**src/rtl/traffic_pkg.sv**
```systemverilog
// Shared direction, phase-code and FSM-state definitions for the intersection phase scheduler.
package traffic_pkg;

    localparam logic [1:0] DIR_N = 2'd0;
    localparam logic [1:0] DIR_E = 2'd1;
    localparam logic [1:0] DIR_S = 2'd2;
    localparam logic [1:0] DIR_W = 2'd3;

    // Phase code is {dir, is_yellow}, matching the fixed-cycle sequencer.
    localparam logic [2:0] north_g = 3'b000;
    localparam logic [2:0] north_y = 3'b001;
    localparam logic [2:0] east_g  = 3'b010;
    localparam logic [2:0] east_y  = 3'b011;
    localparam logic [2:0] south_g = 3'b100;
    localparam logic [2:0] south_y = 3'b101;
    localparam logic [2:0] west_g  = 3'b110;
    localparam logic [2:0] west_y  = 3'b111;

    typedef enum logic [1:0] {
        IDLE   = 2'd0,
        GREEN  = 2'd1,
        YELLOW = 2'd2,
        ALLRED = 2'd3
    } state_t;

    function automatic logic [3:0] dir_onehot(input logic [1:0] dir);
        return 4'b0001 << dir;
    endfunction

endpackage

```
**src/rtl/tl_rr_picker.sv**
```systemverilog
// Round-robin picker: first set bit of dem at or after start, wrapping around.
module tl_rr_picker (
    input  logic [3:0] dem,
    input  logic [1:0] start,
    output logic       valid,
    output logic [1:0] idx
);

    logic [1:0] cand;

    // Walk from the farthest offset down so the nearest requester wins.
    always_comb begin
        valid = |dem;
        idx   = start;
        cand  = start;
        for (int k = 3; k >= 0; k--) begin
            cand = start + k[1:0];
            if (dem[cand]) begin
                idx = cand;
            end
        end
    end

endmodule

```
**src/rtl/traffic_phase_scheduler.sv**
```systemverilog
// Demand-actuated four-approach phase scheduler with min/max green, yellow,
// all-red clearance and emergency preemption.
module traffic_phase_scheduler
    import traffic_pkg::*;
#(
    parameter int TMR_W     = 8,
    parameter int GREEN_MIN = 4,
    parameter int GREEN_MAX = 16,
    parameter int YELLOW_T  = 5,
    parameter int ALLRED_T  = 2
) (
    input  logic             clk,
    input  logic             rst_n,
    input  logic [3:0]       req,
    input  logic             emg_req,
    input  logic [1:0]       emg_dir,
    output logic [3:0]       green,
    output logic [3:0]       yellow,
    output logic [2:0]       phase,
    output logic             all_red,
    output logic             emg_ack,
    output logic [TMR_W-1:0] tmr,
    output logic [1:0]       fsm_state
);

    localparam logic [TMR_W-1:0] TMR_SAT = '1;
    localparam logic [TMR_W-1:0] GMIN_L  = TMR_W'(GREEN_MIN - 1);
    localparam logic [TMR_W-1:0] GMAX_L  = TMR_W'(GREEN_MAX - 1);
    localparam logic [TMR_W-1:0] YEL_L   = TMR_W'(YELLOW_T - 1);
    localparam logic [TMR_W-1:0] AR_L    = TMR_W'(ALLRED_T - 1);

    state_t           state, state_next;
    logic [1:0]       cur, cur_next;
    logic [3:0]       dem, dem_next, dem_eff, other;
    logic [TMR_W-1:0] tmr_next;
    logic             rr_valid, go, enter_green, change;
    logic [1:0]       rr_idx, pick;

    // A request seen this cycle counts as demand without waiting for the latch.
    assign dem_eff = dem | req;
    assign other   = dem_eff & ~dir_onehot(cur);

    tl_rr_picker u_picker (
        .dem   (dem_eff),
        .start (cur + 2'd1),
        .valid (rr_valid),
        .idx   (rr_idx)
    );

    assign pick = emg_req ? emg_dir : rr_idx;
    assign go   = emg_req | rr_valid;

    always_ff @(posedge clk or negedge rst_n) begin
        if (!rst_n) begin
            state <= IDLE;
            cur   <= DIR_N;
            dem   <= 4'b0000;
            tmr   <= '0;
        end else begin
            state <= state_next;
            cur   <= cur_next;
            dem   <= dem_next;
            tmr   <= tmr_next;
        end
    end

    always_comb begin
        state_next = state;
        cur_next   = cur;
        case (state)
            IDLE: begin
                if (go) begin
                    state_next = GREEN;
                    cur_next   = pick;
                end
            end
            GREEN: begin
                // Preemption for another approach bypasses minimum green.
                if (emg_req) begin
                    if (emg_dir != cur) state_next = YELLOW;
                end else if (|other && (tmr >= GMAX_L || (tmr >= GMIN_L && !req[cur]))) begin
                    state_next = YELLOW;
                end
            end
            YELLOW: begin
                if (tmr == YEL_L) state_next = ALLRED;
            end
            ALLRED: begin
                if (tmr == AR_L) begin
                    if (go) begin
                        state_next = GREEN;
                        cur_next   = pick;
                    end else begin
                        state_next = IDLE;
                    end
                end
            end
            default: state_next = IDLE;
        endcase
    end

    assign change      = (state_next != state);
    assign enter_green = change && (state_next == GREEN);
    // Clearing on green entry overrides a same-cycle detector hit.
    assign dem_next    = dem_eff & ~(enter_green ? dir_onehot(cur_next) : 4'b0000);
    assign tmr_next    = change ? '0 : ((tmr == TMR_SAT) ? tmr : tmr + TMR_W'(1));

    always_comb begin
        green     = (state == GREEN)  ? dir_onehot(cur) : 4'b0000;
        yellow    = (state == YELLOW) ? dir_onehot(cur) : 4'b0000;
        all_red   = (state == IDLE) || (state == ALLRED);
        phase     = {cur, state == YELLOW};
        emg_ack   = (state == GREEN) && emg_req && (emg_dir == cur);
        fsm_state = state;
    end

endmodule

```
**config.mk**
```make
export PLATFORM = sky130hd
export DESIGN_NAME = traffic_phase_scheduler
export DESIGN_NICKNAME = d
export VERILOG_FILES = /design/src/rtl/traffic_pkg.sv /design/src/rtl/tl_rr_picker.sv /design/src/rtl/traffic_phase_scheduler.sv
export SDC_FILE = /design/constraint.sdc
export NUM_CORES = 1
export LEC_CHECK = 0
export ABC_AREA = 1
export BUFFER_PORTS_ARGS = -buffer_cell sky130_fd_sc_hd__buf_2
export CAP_MARGIN = 20
export CORE_ASPECT_RATIO = 1.1
export CORE_UTILIZATION = 52
export DETAILED_ROUTE_END_ITERATION = 6
export PLACE_DENSITY = 0.8
export SYNTH_ARGS = -nofsm -noshare
export SYNTH_HDL_FRONTEND = slang
export SYNTH_SLANG_ARGS = --single-unit
```
**constraint.sdc**
```tcl
create_clock -name clk -period 5.3 [get_ports clk]
set_input_delay 0.53 -clock clk [delete_from_list [all_inputs] [get_ports clk]]
set_output_delay 0.53 -clock clk [all_outputs]
set_load 0.005 [all_outputs]
```
==> metrics.txt <==
fin nets 301; Starting DRT DRC Count 32; clock sink total 16; Die ar. 3250 um2; Seq/Total Area, Yosys 0.255; Reg2Reg Capture Point dem[2]$_DFF_PN0_; yosys warns 0; peak supply drop 353 uV; PortBufs 31; Layout Skew 0.0112 ns; antenna cell count 0; Post-CTS Setup Bufs 0; Cells after Synth 247; number of global-route vias before repair 1328; Post-Syn Area per Cell 6.37 um2; placed inst area 1750 um2; Slew Limit Fails 0; Post-Syn Area 1570 um2; reg-to-reg startpoint cur[0]$_DFF_PN0_; Place WS 2.64 ns; 1st-pass router iterations 4; max cap viols 0; htree depth 1; Fillers 291; setup ws final 2.60 ns; WS Path Type register to register; routability congestion estimate from global placement 0.872; fin util 0.627; critical path arrival 2.88 ns; detailed-route DRC error count 0; total CTS buffers 3; # rows 20; period utilization 0.510; CTS Root Cell clkbuf_4; non-filler instance count after layout 312; Area Overhead vs Synth 12.7%; layout cells sized above 1 0.215; All-Layer GR Usage 0.232; Worst Path Required 5.47 ns; clock-pin transition on the worst setup and hold timing paths 0.09 ns; synthesized flop and latch total 16; Least-Margin Pin Slew 0.474 ns; final hold slack 0.136 ns; Clock Latency Late Sink 0.28 ns; RSZ-0062 raised after global routing false; HP Class input port to async pin; Die Span Y 59.7 um; DP HPWL 2690 um; average wire per standard cell 10.7 um; count of final setup violators 0; Final Hold Vio Count 0; Startpoint Class register; # hold bufs at CTS 0; core box area 2830 um2; Longest Clk Path Bufs 2; I/O Pins 32; most common cell after layout, fill and taps aside nand2_1; Peak Freq 0.370 GHz; power per cell area 510 nW/um2; Synth cell types 29; status completed; vias per cell 4.93; Mapped Nets 267; Lkg Pwr 0.989 nW; register-to-register setup slack 2.60 ns; largest net degree at the start of global routing 17; Routed Antenna Nets 0; slew margin rel. 0.684; CP Launch Point cur[0]$_DFF_PN0_; WL final 3340 um; Pwr Total 0.904 mW; initial antenna violation count 0; critical path peak fanout 16; Initial Utilization 0.556; post-route minimum period 2.70 ns; DR vias 1537; TNS Setup 0 ns; FF-to-FF path depth 20; post-cts sizing count 0; gr ovfl total 0; Die Width 54.4 um; global-route wire length before repair 5550 um; Inst Count DP 309; endpoint type of the worst setup path register; CTS tree yes; Final Cell Area 1770 um2; commonest cells after routing, fill and taps aside 74 x nand2_1, 45 x inv_1, 31 x buf_2
worst max path at each step:
stage	slack, ns	depth (start not counted)	to
2_1_floorplan	3.06	21	dem[2]$_DFF_PN0_
3_3_place_gp	2.73	20	dem[2]$_DFF_PN0_
3_5_place_dp	2.64	20	dem[2]$_DFF_PN0_
4_1_cts	2.63	20	dem[2]$_DFF_PN0_
5_1_grt	2.26	20	dem[2]$_DFF_PN0_
6_report	2.60	20	dem[2]$_DFF_PN0_
state kept, by name (all words and copies together), names as in the netlist:
| register | count |
|---|---|
| tmr | 8 |
| dem | 4 |
| cur | 2 |
| fsm_state | 2 |
routing by layer:
| metal | wire length (um) | vias up | part of all wire | GRT usage |
|---|---|---|---|---|
| met2 | 1720 | 34 | 0.51 | 0.418 |
| met4 | 34 | 0 | 0.010 | 0.0806 |
| met5 | 0 | - | 0 | 0 |
| met1 | 1470 | 669 | 0.44 | 0.280 |
| li1 | - | 830 | - | - |
| met3 | 118 | 4 | 0.035 | 0.0204 |
cells in the mapped netlist:
library cell | n | area (um2)
nor2_2 | 10 | 62.6
clkinv_2 | 1 | 5.00
a21oi_1 | 5 | 25.0
inv_2 | 2 | 7.51
a22oi_2 | 1 | 12.5
ha_1 | 11 | 138
buf_6 | 1 | 11.3
inv_1 | 45 | 169
nor3_1 | 6 | 30.0
nor2_4 | 1 | 11.3
o21ai_1 | 5 | 25.0
nand2_1 | 74 | 278
a21oi_4 | 1 | 16.3
nand4_1 | 2 | 12.5
o21ai_4 | 1 | 16.3
nor2_1 | 21 | 78.8
or2_1 | 2 | 12.5
nand3_1 | 18 | 90.1
nor3_2 | 3 | 30.0
xor2_1 | 1 | 8.76
buf_4 | 1 | 7.51
o22ai_1 | 3 | 18.8
o211ai_1 | 1 | 7.51
o21ai_0 | 9 | 45.0
dfrtp_1 | 16 | 400
or2_2 | 1 | 6.26
xor2_2 | 1 | 16.3
nand2_2 | 3 | 18.8
o211ai_2 | 1 | 12.5
layout make-up:
type | count | area (um2) | share of cell area
clock buffer | 3 | 22.5 | 0.0127
tap | 33 | 41.3 | 0.0233
sequential | 16 | 400 | 0.226
multi-input combinational | 181 | 972 | 0.548
timing repair buffer | 31 | 155 | 0.0875
inverter | 48 | 181 | 0.102
worst max-delay path: stages, from the launching register on:
cell and delay [ns]:
dfrtp_1 0.64, inv_2 0.22, ha_1 0.41, inv_1 0.13, nand2_1 0.06, nand2_1 0.10, nand3_1 0.10, nand2_1 0.07
inv_1 0.04, o21ai_1 0.09, nand3_1 0.09, nand3_1 0.09, nand2_1 0.07, nand2_1 0.06, nand2_1 0.04, nand2_1 0.07
nand2_2 0.07, nand2_1 0.09, nand3_1 0.08, nand2_1 0.06, inv_1 0.04
power breakdown:
group | switching [mW] | internal, mW | leakage (nW)
combinational | 0.413 | 0.235 | 0.777
sequential | 0.0421 | 0.153 | 0.197
clock | 0.0347 | 0.0263 | 0.0138
total | 0.489 | 0.415 | 0.989
logic make-up after synthesis:
logic type,synth area share
buffers and inverters,0.127
xor gates and xnor gates,0.0159
AOI/OAI and AO/OA,0.114
and+or+nand+nor,0.401
DFF,0.255
adders and majority gates,0.0875
(Power assumes the default switching activity.)
